$ cat src/rtl/counter_cmd_sequencer.sv
// -----------------------------------------------------------------------------
// counter_cmd_sequencer
//
// Initiator side of the counter control interface. Commands (HOLD, LOAD,
// COUNT_UP, COUNT_DOWN) arrive on a valid/ready port and are queued in a small
// FIFO. The executor pops one command at a time and drives the downstream
// up/down counter controls for the programmed number of cycles. The counter's
// overflow flag is watched while counting and reported as a sticky bit.
//
// Ports:
//   clk_in             clock, all state updates on the rising edge
//   rst_in             asynchronous active-low reset
//   cmd_valid_in       command present on cmd_op_in / cmd_data_in
//   cmd_ready_out      FIFO not full (combinational from occupancy)
//   cmd_op_in          00 HOLD, 01 LOAD, 10 COUNT_UP, 11 COUNT_DOWN
//   cmd_data_in        LOAD: value to load; others: cycle count N
//   en_ctrl_out        counter enable (registered)
//   set_ctrl_out       counter load strobe (registered)
//   up_ctrl_out        count direction, 1 = up (registered)
//   counter_value_out  load value for the counter (registered)
//   ovf_in             overflow flag from the counter
//   ovf_seen_out       sticky: ovf_in seen high while counting (registered)
//   done_out           one-cycle pulse in the final cycle of each command
//   busy_out           executor active or commands queued (registered)
// -----------------------------------------------------------------------------
module counter_cmd_sequencer #(
  parameter int width = 8,
  parameter int DEPTH = 4
) (
  input  logic             clk_in,
  input  logic             rst_in,
  input  logic             cmd_valid_in,
  output logic             cmd_ready_out,
  input  logic [1:0]       cmd_op_in,
  input  logic [width-1:0] cmd_data_in,
  output logic             en_ctrl_out,
  output logic             set_ctrl_out,
  output logic             up_ctrl_out,
  output logic [width-1:0] counter_value_out,
  input  logic             ovf_in,
  output logic             ovf_seen_out,
  output logic             done_out,
  output logic             busy_out
);

  localparam int PTR_W   = $clog2(DEPTH);
  localparam int CNT_W   = PTR_W + 1;
  localparam int ENTRY_W = width + 2;

  localparam logic [1:0] OP_HOLD = 2'b00;
  localparam logic [1:0] OP_LOAD = 2'b01;
  localparam logic [1:0] OP_UP   = 2'b10;
  localparam logic [1:0] OP_DOWN = 2'b11;

  typedef enum logic [1:0] {
    ST_IDLE = 2'd0,
    ST_LOAD = 2'd1,
    ST_RUN  = 2'd2,
    ST_HOLD = 2'd3
  } state_t;

  // ---------------------------------------------------------------------------
  // Command FIFO
  // ---------------------------------------------------------------------------
  logic [ENTRY_W-1:0] fifo_mem_r [DEPTH];
  logic [PTR_W-1:0]   wr_ptr_r;
  logic [PTR_W-1:0]   rd_ptr_r;
  logic [CNT_W-1:0]   count_r;
  logic [CNT_W-1:0]   count_next_s;
  logic               full_s;
  logic               empty_s;
  logic               push_s;
  logic               pop_s;
  logic [1:0]         head_op_s;
  logic [width-1:0]   head_data_s;

  assign full_s        = (count_r == CNT_W'(DEPTH));
  assign empty_s       = (count_r == {CNT_W{1'b0}});
  // Full blocks a push even when a pop happens on the same edge.
  assign push_s        = cmd_valid_in & ~full_s;
  assign cmd_ready_out = ~full_s;
  assign head_op_s     = fifo_mem_r[rd_ptr_r][ENTRY_W-1:width];
  assign head_data_s   = fifo_mem_r[rd_ptr_r][width-1:0];

  // Occupancy for the coming cycle; also feeds the registered busy flag.
  always_comb begin
    count_next_s = count_r;
    case ({push_s, pop_s})
      2'b10:   count_next_s = count_r + CNT_W'(1);
      2'b01:   count_next_s = count_r - CNT_W'(1);
      default: count_next_s = count_r;
    endcase
  end

  // FIFO storage, pointers and occupancy.
  always_ff @(posedge clk_in or negedge rst_in) begin
    if (!rst_in) begin
      for (int i = 0; i < DEPTH; i++) begin
        fifo_mem_r[i] <= {ENTRY_W{1'b0}};
      end
      wr_ptr_r <= {PTR_W{1'b0}};
      rd_ptr_r <= {PTR_W{1'b0}};
      count_r  <= {CNT_W{1'b0}};
    end else begin
      if (push_s) begin
        fifo_mem_r[wr_ptr_r] <= {cmd_op_in, cmd_data_in};
        wr_ptr_r             <= wr_ptr_r + PTR_W'(1);
      end
      if (pop_s) begin
        rd_ptr_r <= rd_ptr_r + PTR_W'(1);
      end
      count_r <= count_next_s;
    end
  end

  // ---------------------------------------------------------------------------
  // Executor FSM
  // rem_r holds the cycles still to go after the current one, so the final
  // cycle of any command is the one with rem_r == 0.
  // ---------------------------------------------------------------------------
  state_t           state_r;
  state_t           next_state_s;
  logic [width-1:0] rem_r;
  logic [width-1:0] rem_next_s;
  logic             final_s;

  logic             en_r;
  logic             set_r;
  logic             up_r;
  logic             done_r;
  logic             busy_r;
  logic             ovf_seen_r;
  logic [width-1:0] value_r;

  logic             en_next_s;
  logic             set_next_s;
  logic             up_next_s;
  logic             done_next_s;
  logic             busy_next_s;
  logic [width-1:0] value_next_s;

  assign final_s = (state_r != ST_IDLE) && (rem_r == {width{1'b0}});

  // Next state, pop decision and next values of the registered controls.
  always_comb begin
    next_state_s = state_r;
    rem_next_s   = rem_r;
    pop_s        = 1'b0;
    en_next_s    = 1'b0;
    set_next_s   = 1'b0;
    up_next_s    = 1'b0;
    done_next_s  = 1'b0;
    value_next_s = value_r;

    if ((state_r == ST_IDLE) || final_s) begin
      if (!empty_s) begin
        // Pop on the same edge that ends the previous command: no bubble.
        pop_s = 1'b1;
        case (head_op_s)
          OP_LOAD: begin
            next_state_s = ST_LOAD;
            rem_next_s   = {width{1'b0}};
            set_next_s   = 1'b1;
            value_next_s = head_data_s;
            done_next_s  = 1'b1;
          end
          OP_UP, OP_DOWN: begin
            if (head_data_s == {width{1'b0}}) begin
              // Zero-length count: a single quiet cycle that still signals done.
              next_state_s = ST_HOLD;
              rem_next_s   = {width{1'b0}};
              done_next_s  = 1'b1;
            end else begin
              next_state_s = ST_RUN;
              rem_next_s   = head_data_s - width'(1);
              en_next_s    = 1'b1;
              up_next_s    = (head_op_s == OP_UP);
              done_next_s  = (head_data_s == width'(1));
            end
          end
          default: begin
            next_state_s = ST_HOLD;
            if (head_data_s == {width{1'b0}}) begin
              rem_next_s = {width{1'b0}};
            end else begin
              rem_next_s = head_data_s - width'(1);
            end
            done_next_s  = (head_data_s <= width'(1));
          end
        endcase
      end else begin
        next_state_s = ST_IDLE;
        rem_next_s   = {width{1'b0}};
      end
    end else begin
      // Mid-command: keep driving the same controls, one fewer cycle to go.
      rem_next_s  = rem_r - width'(1);
      en_next_s   = (state_r == ST_RUN);
      up_next_s   = (state_r == ST_RUN) & up_r;
      done_next_s = (rem_r == width'(1));
    end
  end

  assign busy_next_s = (next_state_s != ST_IDLE) || (count_next_s != {CNT_W{1'b0}});

  // State, remaining count and registered control outputs.
  always_ff @(posedge clk_in or negedge rst_in) begin
    if (!rst_in) begin
      state_r <= ST_IDLE;
      rem_r   <= {width{1'b0}};
      en_r    <= 1'b0;
      set_r   <= 1'b0;
      up_r    <= 1'b0;
      done_r  <= 1'b0;
      busy_r  <= 1'b0;
      value_r <= {width{1'b0}};
    end else begin
      state_r <= next_state_s;
      rem_r   <= rem_next_s;
      en_r    <= en_next_s;
      set_r   <= set_next_s;
      up_r    <= up_next_s;
      done_r  <= done_next_s;
      busy_r  <= busy_next_s;
      value_r <= value_next_s;
    end
  end

  // Sticky overflow: only counting cycles can set it, only reset clears it.
  always_ff @(posedge clk_in or negedge rst_in) begin
    if (!rst_in) begin
      ovf_seen_r <= 1'b0;
    end else if ((state_r == ST_RUN) && ovf_in) begin
      ovf_seen_r <= 1'b1;
    end else begin
      ovf_seen_r <= ovf_seen_r;
    end
  end

  assign en_ctrl_out       = en_r;
  assign set_ctrl_out      = set_r;
  assign up_ctrl_out       = up_r;
  assign done_out          = done_r;
  assign busy_out          = busy_r;
  assign ovf_seen_out      = ovf_seen_r;
  assign counter_value_out = value_r;

endmodule

$ cat config.mk
export PLATFORM = sky130hd
export DESIGN_NAME = counter_cmd_sequencer
export DESIGN_NICKNAME = d
export VERILOG_FILES = /design/src/rtl/counter_cmd_sequencer.sv
export SDC_FILE = /design/constraint.sdc
export NUM_CORES = 1
export LEC_CHECK = 0
export BUFFER_PORTS_ARGS = -buffer_cell sky130_fd_sc_hd__clkbuf_2
export CAP_MARGIN = 40
export CELL_PAD_IN_SITES_DETAIL_PLACEMENT = 0
export CELL_PAD_IN_SITES_GLOBAL_PLACEMENT = 1
export CORE_UTILIZATION = 45
export DETAILED_ROUTE_END_ITERATION = 8
export GPL_ROUTABILITY_DRIVEN = 0
export PLACE_DENSITY_LB_ADDON = 0.05
export SLEW_MARGIN = 20
export SYNTH_ARGS = -nofsm -noshare
export SYNTH_HDL_FRONTEND = slang
export SYNTH_SLANG_ARGS = --single-unit
$ cat constraint.sdc
create_clock -name clk_in -period 3.43 [get_ports clk_in]
set_clock_uncertainty 0.05 [all_clocks]
set_input_delay 0.5145 -clock clk_in [delete_from_list [all_inputs] [get_ports clk_in]]
set_output_delay 0.5145 -clock clk_in [all_outputs]
set_load 0.02 [all_outputs]
==> qor.yml, run 1 <==
seq_power_share: 0.378
finalSetupTns_ns: 0
max_freq_mhz: 316.1
setup_viol: 0
synth_edf_count: 0
grt_max_degree: 48
wl_per_cell_um: 16.12
drtAntennaViolNets: 0
hp-class: "primary input to async pin"
p_int_mw: 2.521
synthAdderAreaFrac: 0.03927
synth_xor_area_frac: 0.04150
die-area_um2: 7855
coreArea_um2: 7253
relSlewSlack: 0.6194
final_cell_mix: "dfrtp_1 (71), mux2_2 (49), clkbuf_2 (27)"
sw_frac_of_total: 0.3753
dp_hpwl_um: 4453
maxCapViolCount: 0
r2r_slack_ns: 0.27
vias: 1982
diodes: 0
final_layout_size_suffix_gt1_frac: 0.3785
syn_to_final_growth_pct: 14.67
cts.path.max_buffers: 2
first_pass_iters: 4
drc_errors: 0
switching_power_mw: 1.515
setup_ws_ns: 0.2663
async_flop_share: 1.000
leakagePower_nw: 1.715
synth_compound_area_frac: 0.04261
final.min_clock_period_ns: 3.164
drtIter0Drc: 63
crit_arrival_ns: 3.35
status: "completed"
yosys.area_share.simple: 0.07892
grt_pass1_vias: 2021
pwr-share-comb: 0.454
rows: 31
ys_seq_elements: 71
cp_max_fo: 5
post_drt_via_cell_ratio: 5.121
antenna_found_initial: 0
clock_sinks: 71
crit_type: "flop to flop"
worstMarginPinSlew_ns: 0.5710
post_synth.cell_area_avg_um2: 13.84
synthCells: 244
synth-main-ff-cell: "dfrtp_1"
fin_crit_sh: 0.9224
p_clk_frac: 0.167
fin_util: 0.5339
final_common_cell: "dfrtp_1"
die_w_um: 88.63
yosysSeqAreaShare: 0.5261
cp-end-kind: "flop"
wl_um: 6239
grt_pass1_wl_um: 10470
power.density_nw_per_um2: 1042
root_buffer: "clkbuf_8"
cts.clk_slew.worst_paths_ns: 0.08
drv_slew: 0
cts_tree: "built"
die_h_um: 88.63
io_pins: 29
cts_buffers: 9
startpoint_type: "flop"
worstSkewPairLatency_ns: 0.35
synth_area_um2: 3377
overflow: 0
rsz0062_at_grt: "no"
initial_core_util: 0.4656
yosysWarningCount: 0
fin_nets: 307
gr-usage-all-layers: 0.1845
synth_top_family_by_area: "multiplexers"
ys_types: 36
ir_worst_vdd_mv: 0.3820
synth_mux_area_frac: 0.2527
port_buffers: 28
crit_required_ns: 3.61
syn_nets: 268
pre_cts_ws_ns: 0.1187
htree_levels: 3
finalHoldViolations: 0
==> flip-flops by register name, indices dropped and copies added (netlist names), 2 cells and up <==
| signal | flops |
|---|---|
| fifo_mem_r | 40 |
| counter_value_out | 8 |
| rem_r | 8 |
| count_r | 3 |
| rd_ptr_r | 2 |
| state_r | 2 |
| wr_ptr_r | 2 |
==> per-stage QoR <==
step | hold WS, ns | instances | total power [mW] | cell area, um2
6_report | 0.1088 | 387 | 4.036 | 3872
2_1_floorplan | 0.1689 | 244 | 2.912 | 3377
3_5_place_dp | 0.4086 | 371 | 3.387 | 3661
5_1_grt | 0.1552 | 387 | 4.342 | 3872
3_3_place_gp | 0.4054 | 371 | 3.365 | 3661
4_1_cts | 0.1364 | 387 | 4.074 | 3859
==> worst paths after layout <==
check | from | endpoint | cells after the start
max | rem_r[0] | busy_out | 12
min | rst_in | en_ctrl_out | 1
max reg2reg | rem_r[0] | busy_out | 12
min reg2reg | ovf_seen_out | ovf_seen_out | 1
max in group asynchronous | rst_in | fifo_mem_r[12] | 2
min in group clk_in | ovf_in | ovf_seen_out | 2
==> repair_timing <==
item                                   CTS  global route
setup buffers                            0             0
setup endpoints to repair                0             1
hold buffers                             0             0
gates resized for setup                  0             3
endpoints found under the hold margin    0             0
==> layout make-up <==
type / count / area [um2]
Fill cell: 656 / 3381
Tap cell: 99 / 123.9
Inverter: 11 / 41.29
Clock buffer: 10 / 137.6
Timing Repair Buffer: 32 / 182.7
Clock inverter: 6 / 60.06
Sequential cell: 71 / 1777
Multi-Input combinational cell: 158 / 1550
==> synth_stat cells (all sizes together), types with 2 or more instances <==
cell / n / area [um2]
a31o: 2 / 17.52
a21oi: 3 / 15.01
mux4: 11 / 281.5
nand3: 4 / 20.02
mux2: 49 / 551.8
mux2i: 2 / 20.02
nor2: 14 / 60.06
clkbuf: 3 / 11.26
inv: 11 / 41.29
xor2: 5 / 43.79
dfrtp: 71 / 1777
nor4: 4 / 46.29
nand2: 17 / 63.81
nor3: 4 / 20.02
xnor2: 11 / 96.34
o22ai: 9 / 62.56
ha: 9 / 112.6
nor3b: 2 / 15.01
==> logic make-up after synthesis <==
logic type      after synthesis
flops                        71
buf+inv                      15
mux                          62
xor+xnor                     16
compound gates               20
simple gates                 50
fa+ha+maj                    10
==> critical path, cell delays in order, from the launching register on <==
cell and delay [ns]:
dfrtp_1 0.42, inv_1 0.08, ha_2 0.22, nor3b_4 0.22, a21oi_1 0.12, or2_2 0.39
inv_1 0.17, ha_1 0.23, fa_1 0.42, mux2_2 0.28, nor2_1 0.10, nand4bb_1 0.10
a221o_1 0.26
==> power groups by stage <==
stage | Sequential, mW | Combinational, mW | Clock (mW)
floorplan | 1.53 | 1.38 | 0
global placement | 1.53 | 1.83 | 0
detailed placement | 1.54 | 1.85 | 0
CTS | 1.53 | 1.86 | 0.692
global route | 1.59 | 2.03 | 0.721
finish | 1.53 | 1.83 | 0.675
==> per-layer routing <==
metal,global-route usage,vias up,part of all wire,wire (um)
met5,0,-,0,0
met2,0.2888,24,0.48,2991
li1,-,972,-,-
met1,0.2518,979,0.48,3001
met3,0.03638,7,0.025,157
met4,0.07918,0,0.014,88
Note: power is estimated with default switching activity, not from simulation.
==> inputs of run 2 (changes only) <==
--- a/config.mk
+++ b/config.mk
@@ -13,7 +13,8 @@
 export DETAILED_ROUTE_END_ITERATION = 8
 export GPL_ROUTABILITY_DRIVEN = 0
 export PLACE_DENSITY_LB_ADDON = 0.05
-export SLEW_MARGIN = 20
+export REMOVE_ABC_BUFFERS = 1
+export SLEW_MARGIN = 15
 export SYNTH_ARGS = -nofsm -noshare
 export SYNTH_HDL_FRONTEND = slang
 export SYNTH_SLANG_ARGS = --single-unit
==> run 2 against run 1 <==
Effect of this change:
- sequential power is essentially flat
- setup slack worse by 0.029 ns
- core utilization shrank 0.45 points
- count of clock-buffer cells in the layout did not move
- die area is the same
- global-route usage is 0.27 points lower
- cell count fell by 0.26%
- clock power down 11%
- combinational power hardly changed
- design area fell by 0.84%
- sequential cell count is the same
- critical endpoint unchanged
- worst hold slack worse by 0.014 ns
==> qor.yml, run 2 (synthesis results as in run 1) <==
post_drt_via_cell_ratio: 5.280  # +3.1%
drv_slew: 0  # unchanged
die_h_um: 88.63  # unchanged
worstSkewPairLatency_ns: 0.35  # about the same
hold_ws_ns: 0.09428  # -0.01449 ns
antenna_found_initial: 0  # unchanged
port_buffers: 28  # unchanged
sw_frac_of_total: 0.3834  # +0.008042
power_mw: 3.939  # -2.4%
grt_pass1_wl_um: 10320  # -1.4%
p_clk_frac: 0.152  # -0.015
finalSetupTns_ns: 0  # unchanged
cp-end-kind: "flop"
final_cell_mix: "dfrtp_1 (71), mux2_2 (49), clkbuf_2 (27)"
maxCapViolCount: 0  # unchanged
relSlewSlack: 0.6261  # +0.006718
rows: 31  # unchanged
fin_nets: 306  # -0.33%
final.min_clock_period_ns: 3.193  # +0.02925 ns
cts.path.max_buffers: 2  # unchanged
grt_max_degree: 50  # +4.2%
rsz0062_at_grt: "no"
largest_reg_flops: 40  # unchanged
gr-usage-all-layers: 0.1818  # -0.002744
drtIter0Drc: 31  # -51%
setup_ws_ns: 0.2371  # -0.02925 ns
worstMarginPinSlew_ns: 0.5609  # -0.01008 ns
cts_buffers: 9  # unchanged
power.density_nw_per_um2: 1026  # -1.6%
finalHoldViolations: 0  # unchanged
status: "completed"
switching_power_mw: 1.510  # -0.30%
crit_required_ns: 3.61  # about the same
grt_pass1_vias: 2002  # -0.94%
leakagePower_nw: 1.708  # -0.41%
p_int_mw: 2.429  # -3.6%
pwr-share-comb: 0.456  # +0.002
cts.clk_slew.worst_paths_ns: 0.08  # about the same
setup_viol: 0  # unchanged
vias: 2038  # +2.8%
die-area_um2: 7855  # unchanged
fin_util: 0.5294  # -0.004485
final_common_cell: "dfrtp_1"
seq_power_share: 0.391  # +0.013
htree_levels: 3  # unchanged
crit_type: "flop to flop"
final_layout_size_suffix_gt1_frac: 0.3728  # -0.005650
overflow: 0  # unchanged
coreArea_um2: 7253  # unchanged
critPathSlowestCell: "dfrtp_1"
clock_sinks: 71  # unchanged
r2r_slack_ns: 0.24  # -0.03 ns
root_buffer: "clkbuf_8"
drtAntennaViolNets: 0  # unchanged
cp_max_fo: 5  # unchanged
syn_to_final_growth_pct: 13.71
crit_arrival_ns: 3.38  # +0.03 ns
wl_um: 6293  # +0.87%
diodes: 0  # unchanged
rr_startpoint: "rem_r[0]"
wl_per_cell_um: 16.30  # +1.1%
die_w_um: 88.63  # unchanged
first_pass_iters: 4  # unchanged
r2r_end: "busy_out"
startpoint_type: "flop"
drc_errors: 0  # unchanged
regMostFlops: "fifo_mem_r"
cp_num_buf_inv: 2  # unchanged
cts_tree: "built"
pre_cts_ws_ns: 0.1456  # +0.02693 ns
hold_buffers: 0  # unchanged
hp-class: "primary input to async pin"
cpLargestDelayFamily: "adder cells"
io_pins: 29  # unchanged
ff2ff_path_depth: 12  # unchanged
dp_hpwl_um: 4276  # -4.0%
ir_worst_vdd_mv: 0.3890  # +1.8%
fin_crit_sh: 0.9309  # +0.008528
max_freq_mhz: 313.2  # -0.92%
crit_chain: "inv_1 -> ha_1 -> nor3b_2 -> a21oi_1 -> or2_2 -> inv_1 -> ha_1 -> fa_1 -> mux2_2 -> nor2_1 -> nand4bb_1 -> a221o_1"
initial_core_util: 0.4656  # unchanged
critPathMaxStageDelay_ns: 0.43  # about the same
==> run 2: changes by cell type in the layout (fill, tap and decap cells not counted) <==
| cell | before | now |
|---|---|---|
| nor3b_4 | 1 | 0 |
| clkinvlp_4 | 2 | 1 |
| nor3b_2 | 0 | 1 |
| bufinv_16 | 1 | 0 |
| ha_1 | 8 | 9 |
| clkinv_4 | 0 | 1 |
| buf_16 | 0 | 1 |
| buf_4 | 3 | 2 |
| ha_2 | 1 | 0 |
| buf_12 | 1 | 0 |
| clkinv_2 | 3 | 4 |
==> run 2: power by group through the flow <==
| stage | registers [mW] | logic (mW) | clock network (mW) |
|---|---|---|---|
| 6_report | 1.54 | 1.80 | 0.600 |
| 4_1_cts | 1.54 | 1.82 | 0.617 |
| 2_1_floorplan | 1.56 | 1.33 | 0 |
| 3_5_place_dp | 1.56 | 1.81 | 0 |
| 5_1_grt | 1.61 | 1.97 | 0.656 |
| 3_3_place_gp | 1.55 | 1.79 | 0 |
==> run 2: per-layer routing <==
layer	GRT usage	wire length, um	vias to the layer above
li1	-	-	964
met1	0.2541	3136	1031
met2	0.2783	2874	31
met3	0.03358	163	12
met4	0.07918	119	0
met5	0	0	-
==> run 2: layout make-up <==
type,instances,area (um2)
fillers,645,3413
flip-flops and latches,71,1777
multi-input cells,158,1541
repair buffers,31,182.7
clock buffers,10,137.6
well taps,99,123.9
inverters,11,41.29
clock inverters,6,36.28
==> run 2: how the worst max path moves through the flow <==
stage / from / cells after the start / end
2_1_floorplan: rem_r[0] / 12 / busy_out
3_3_place_gp: rem_r[0] / 12 / busy_out
3_5_place_dp: rem_r[0] / 12 / busy_out
4_1_cts: rem_r[0] / 12 / busy_out
5_1_grt: rem_r[0] / 12 / busy_out
6_report: rem_r[0] / 12 / busy_out
==> run 2: what timing repair did <==
action                     in CTS  in global routing
gates resized for setup         0                  1
setup endpoints to repair       0                  1
buffers inserted                0                  0
==> run 2: per-stage QoR <==
step / std cells / instance area, um2
global route: 386 / 3840
detailed placement: 370 / 3661
global placement: 369 / 3633
finish: 386 / 3840
floorplan: 240 / 3354
CTS: 386 / 3835
==> inputs of run 3 (changes only) <==
--- a/config.mk
+++ b/config.mk
@@ -9,11 +9,12 @@
 export CAP_MARGIN = 40
 export CELL_PAD_IN_SITES_DETAIL_PLACEMENT = 0
 export CELL_PAD_IN_SITES_GLOBAL_PLACEMENT = 1
-export CORE_UTILIZATION = 45
+export CORE_UTILIZATION = 49
 export DETAILED_ROUTE_END_ITERATION = 8
 export GPL_ROUTABILITY_DRIVEN = 0
 export PLACE_DENSITY_LB_ADDON = 0.05
 export REMOVE_ABC_BUFFERS = 1
+export SETUP_SLACK_MARGIN = 0.3
 export SLEW_MARGIN = 15
 export SYNTH_ARGS = -nofsm -noshare
 export SYNTH_HDL_FRONTEND = slang
==> run 3 against run 2 <==
Effect of this change:
- critical path type unchanged
- sequential share of layout area decreased by 0.92 points
- largest power group unchanged
- register-to-register slack improved by 0.20 ns
- count of clock-buffer cells in the layout unchanged
- non-clock buffer count increased by 3
==> qor.yml, run 3 (synthesis results as in run 1) <==
cts.path.max_buffers: 2  # unchanged
cp_num_buf_inv: 2  # unchanged
pwr-share-comb: 0.440  # -0.016
gr-usage-all-layers: 0.1922  # +0.01043
regMostFlops: "fifo_mem_r"
switching_power_mw: 1.520  # +0.67%
final_common_cell: "dfrtp_1"
max_freq_mhz: 333.8  # +6.6%
fin_crit_sh: 0.8735  # -0.05735
drv_slew: 0  # unchanged
htree_levels: 3  # unchanged
final_cell_mix: "dfrtp_1 (71), mux2_2 (49), clkbuf_2 (27)"
design_area_um2: 3918  # +2.0%
sw_frac_of_total: 0.3608  # -0.02254
drc_errors: 0  # unchanged
status: "completed"
root_buffer: "clkbuf_8"
finalSetupTns_ns: 0  # unchanged
final_layout_size_suffix_gt1_frac: 0.3875  # +0.01472
cts_tree: "built"
port_buffers: 28  # unchanged
antenna_found_initial: 0  # unchanged
final_cells: 366  # -5.2%
drtIter0Drc: 39  # +26%
rows: 29  # -6.5%
seq_power_share: 0.368  # -0.023
cpLargestDelayFamily: "adder cells"
worstMarginPinSlew_ns: 0.6335  # +0.07258 ns
power.density_nw_per_um2: 1076  # +4.8%
crit_arrival_ns: 3.17  # -0.21 ns
final.min_clock_period_ns: 2.996  # -0.1967 ns
clock_sinks: 71  # unchanged
setup_viol: 0  # unchanged
p_int_mw: 2.693  # +11%
ir_worst_vdd_mv: 0.4609  # +19%
die_w_um: 85.02  # -4.1%
critPathMaxStageDelay_ns: 0.41  # -0.02 ns
die-area_um2: 7228  # -8.0%
fin_nets: 309  # +0.98%
die_h_um: 85.02  # -4.1%
cts.clk_slew.worst_paths_ns: 0.08  # about the same
startpoint_type: "flop"
finalHoldViolations: 0  # unchanged
coreArea_um2: 6495  # -10%
crit_type: "flop to flop"
syn_to_final_growth_pct: 16.01
leakagePower_nw: 1.741  # +1.9%
cts_buffers: 9  # unchanged
hold_buffers: 0  # unchanged
crit_chain: "inv_1 -> ha_4 -> nor3b_4 -> a21oi_1 -> or2_4 -> inv_2 -> ha_2 -> fa_1 -> mux2_2 -> nor2_1 -> nand4bb_1 -> a221o_1"
grt_pass1_vias: 2105  # +5.1%
diodes: 0  # unchanged
grt_max_degree: 29  # -42%
dp.cells: 348  # -5.9%
worstSkewPairLatency_ns: 0.35  # about the same
overflow: 0  # unchanged
initial_core_util: 0.5199  # +0.05435
rsz0062_at_grt: "no"
p_clk_frac: 0.192  # +0.040
crit_start: "rem_r[0]"
critPathSlowestCell: "dfrtp_1"
cp-end-kind: "flop"
wl_per_cell_um: 16.94  # +3.9%
hp-class: "primary input to async pin"
largest_reg_flops: 40  # unchanged
fill_cells: 552  # -14%
maxCapViolCount: 0  # unchanged
placed_area_um2: 3613  # -1.3%
vias: 2040  # +0.098%
first_pass_iters: 5  # +1
relSlewSlack: 0.5777  # -0.04839
drtAntennaViolNets: 0  # unchanged
post_drt_via_cell_ratio: 5.574  # +5.6%
rr_startpoint: "rem_r[0]"
dp_hpwl_um: 4340  # +1.5%
crit_required_ns: 3.60  # about the same
wl_um: 6201  # -1.5%
grt_pass1_wl_um: 10430  # +1.1%
cp_max_fo: 5  # unchanged
io_pins: 29  # unchanged
-- run 3: cell count changes in the layout (fill, tap and decap cells not counted), moves of 2 or more --
cell       delta
buf_4         +4
clkinv_2      -4
ha_1          -2
bufinv_16     +3
-- run 3: stage by stage --
step / hold WS (ns) / utilization / setup WS (ns) / power, mW
after detailed placement: 0.4098 / 0.5563 / 0.1048 / 3.354
final: 0.1332 / 0.6032 / 0.4338 / 4.214
after global placement: 0.4015 / 0.5563 / 0.2138 / 3.326
after CTS: 0.1394 / 0.5964 / 0.3363 / 4.200
after floorplan: 0.1689 / - / 0.3768 / 2.890
after global routing: 0.1875 / 0.6032 / 0.2968 / 4.511
-- run 3: metal layers --
layer	share of wire	track usage	routed length [um]	up-vias
met5	0	0	0	-
met4	0.018	0.08320	114	0
met3	0.026	0.03794	159	10
met2	0.48	0.3043	2968	30
met1	0.48	0.2601	2959	1027
li1	-	-	-	973
-- run 3: power groups by stage --
stage	clock network, mW	registers [mW]	logic, mW
6_report	0.809	1.55	1.85
3_3_place_gp	0	1.55	1.78
5_1_grt	0.855	1.61	2.04
4_1_cts	0.826	1.55	1.82
3_5_place_dp	0	1.56	1.79
2_1_floorplan	0	1.56	1.33
-- run 3: final timing paths --
path	end	slack (ns)	depth (start not counted)
setup / recovery	busy_out	0.43	12
hold / removal	fifo_mem_r[39]	0.13	1
setup reg to reg	busy_out	0.43	12
hold reg to reg	ovf_seen_out	0.42	1
max in group asynchronous	rem_r[5]	2.45	2
min in group clk_in	ovf_seen_out	0.37	2
-- run 3: cell type report --
class / instances / area (um2) / area share
multi-input combinational: 158 / 1574 / 0.4018
sequential: 71 / 1777 / 0.4535
timing repair buffer: 34 / 185.2 / 0.04727
clock inverter: 5 / 106.4 / 0.02715
tap: 77 / 96.34 / 0.02459
inverter: 11 / 41.29 / 0.01054
clock buffer: 10 / 137.6 / 0.03513
-- run 3: repair_timing --
item                                    4_1_cts  5_1_grt
gates cloned                                  0        0
endpoints found under the hold margin         0        0
setup buffers                                 0        3
endpoints found under the setup margin        1        1
resized for setup                             5        3
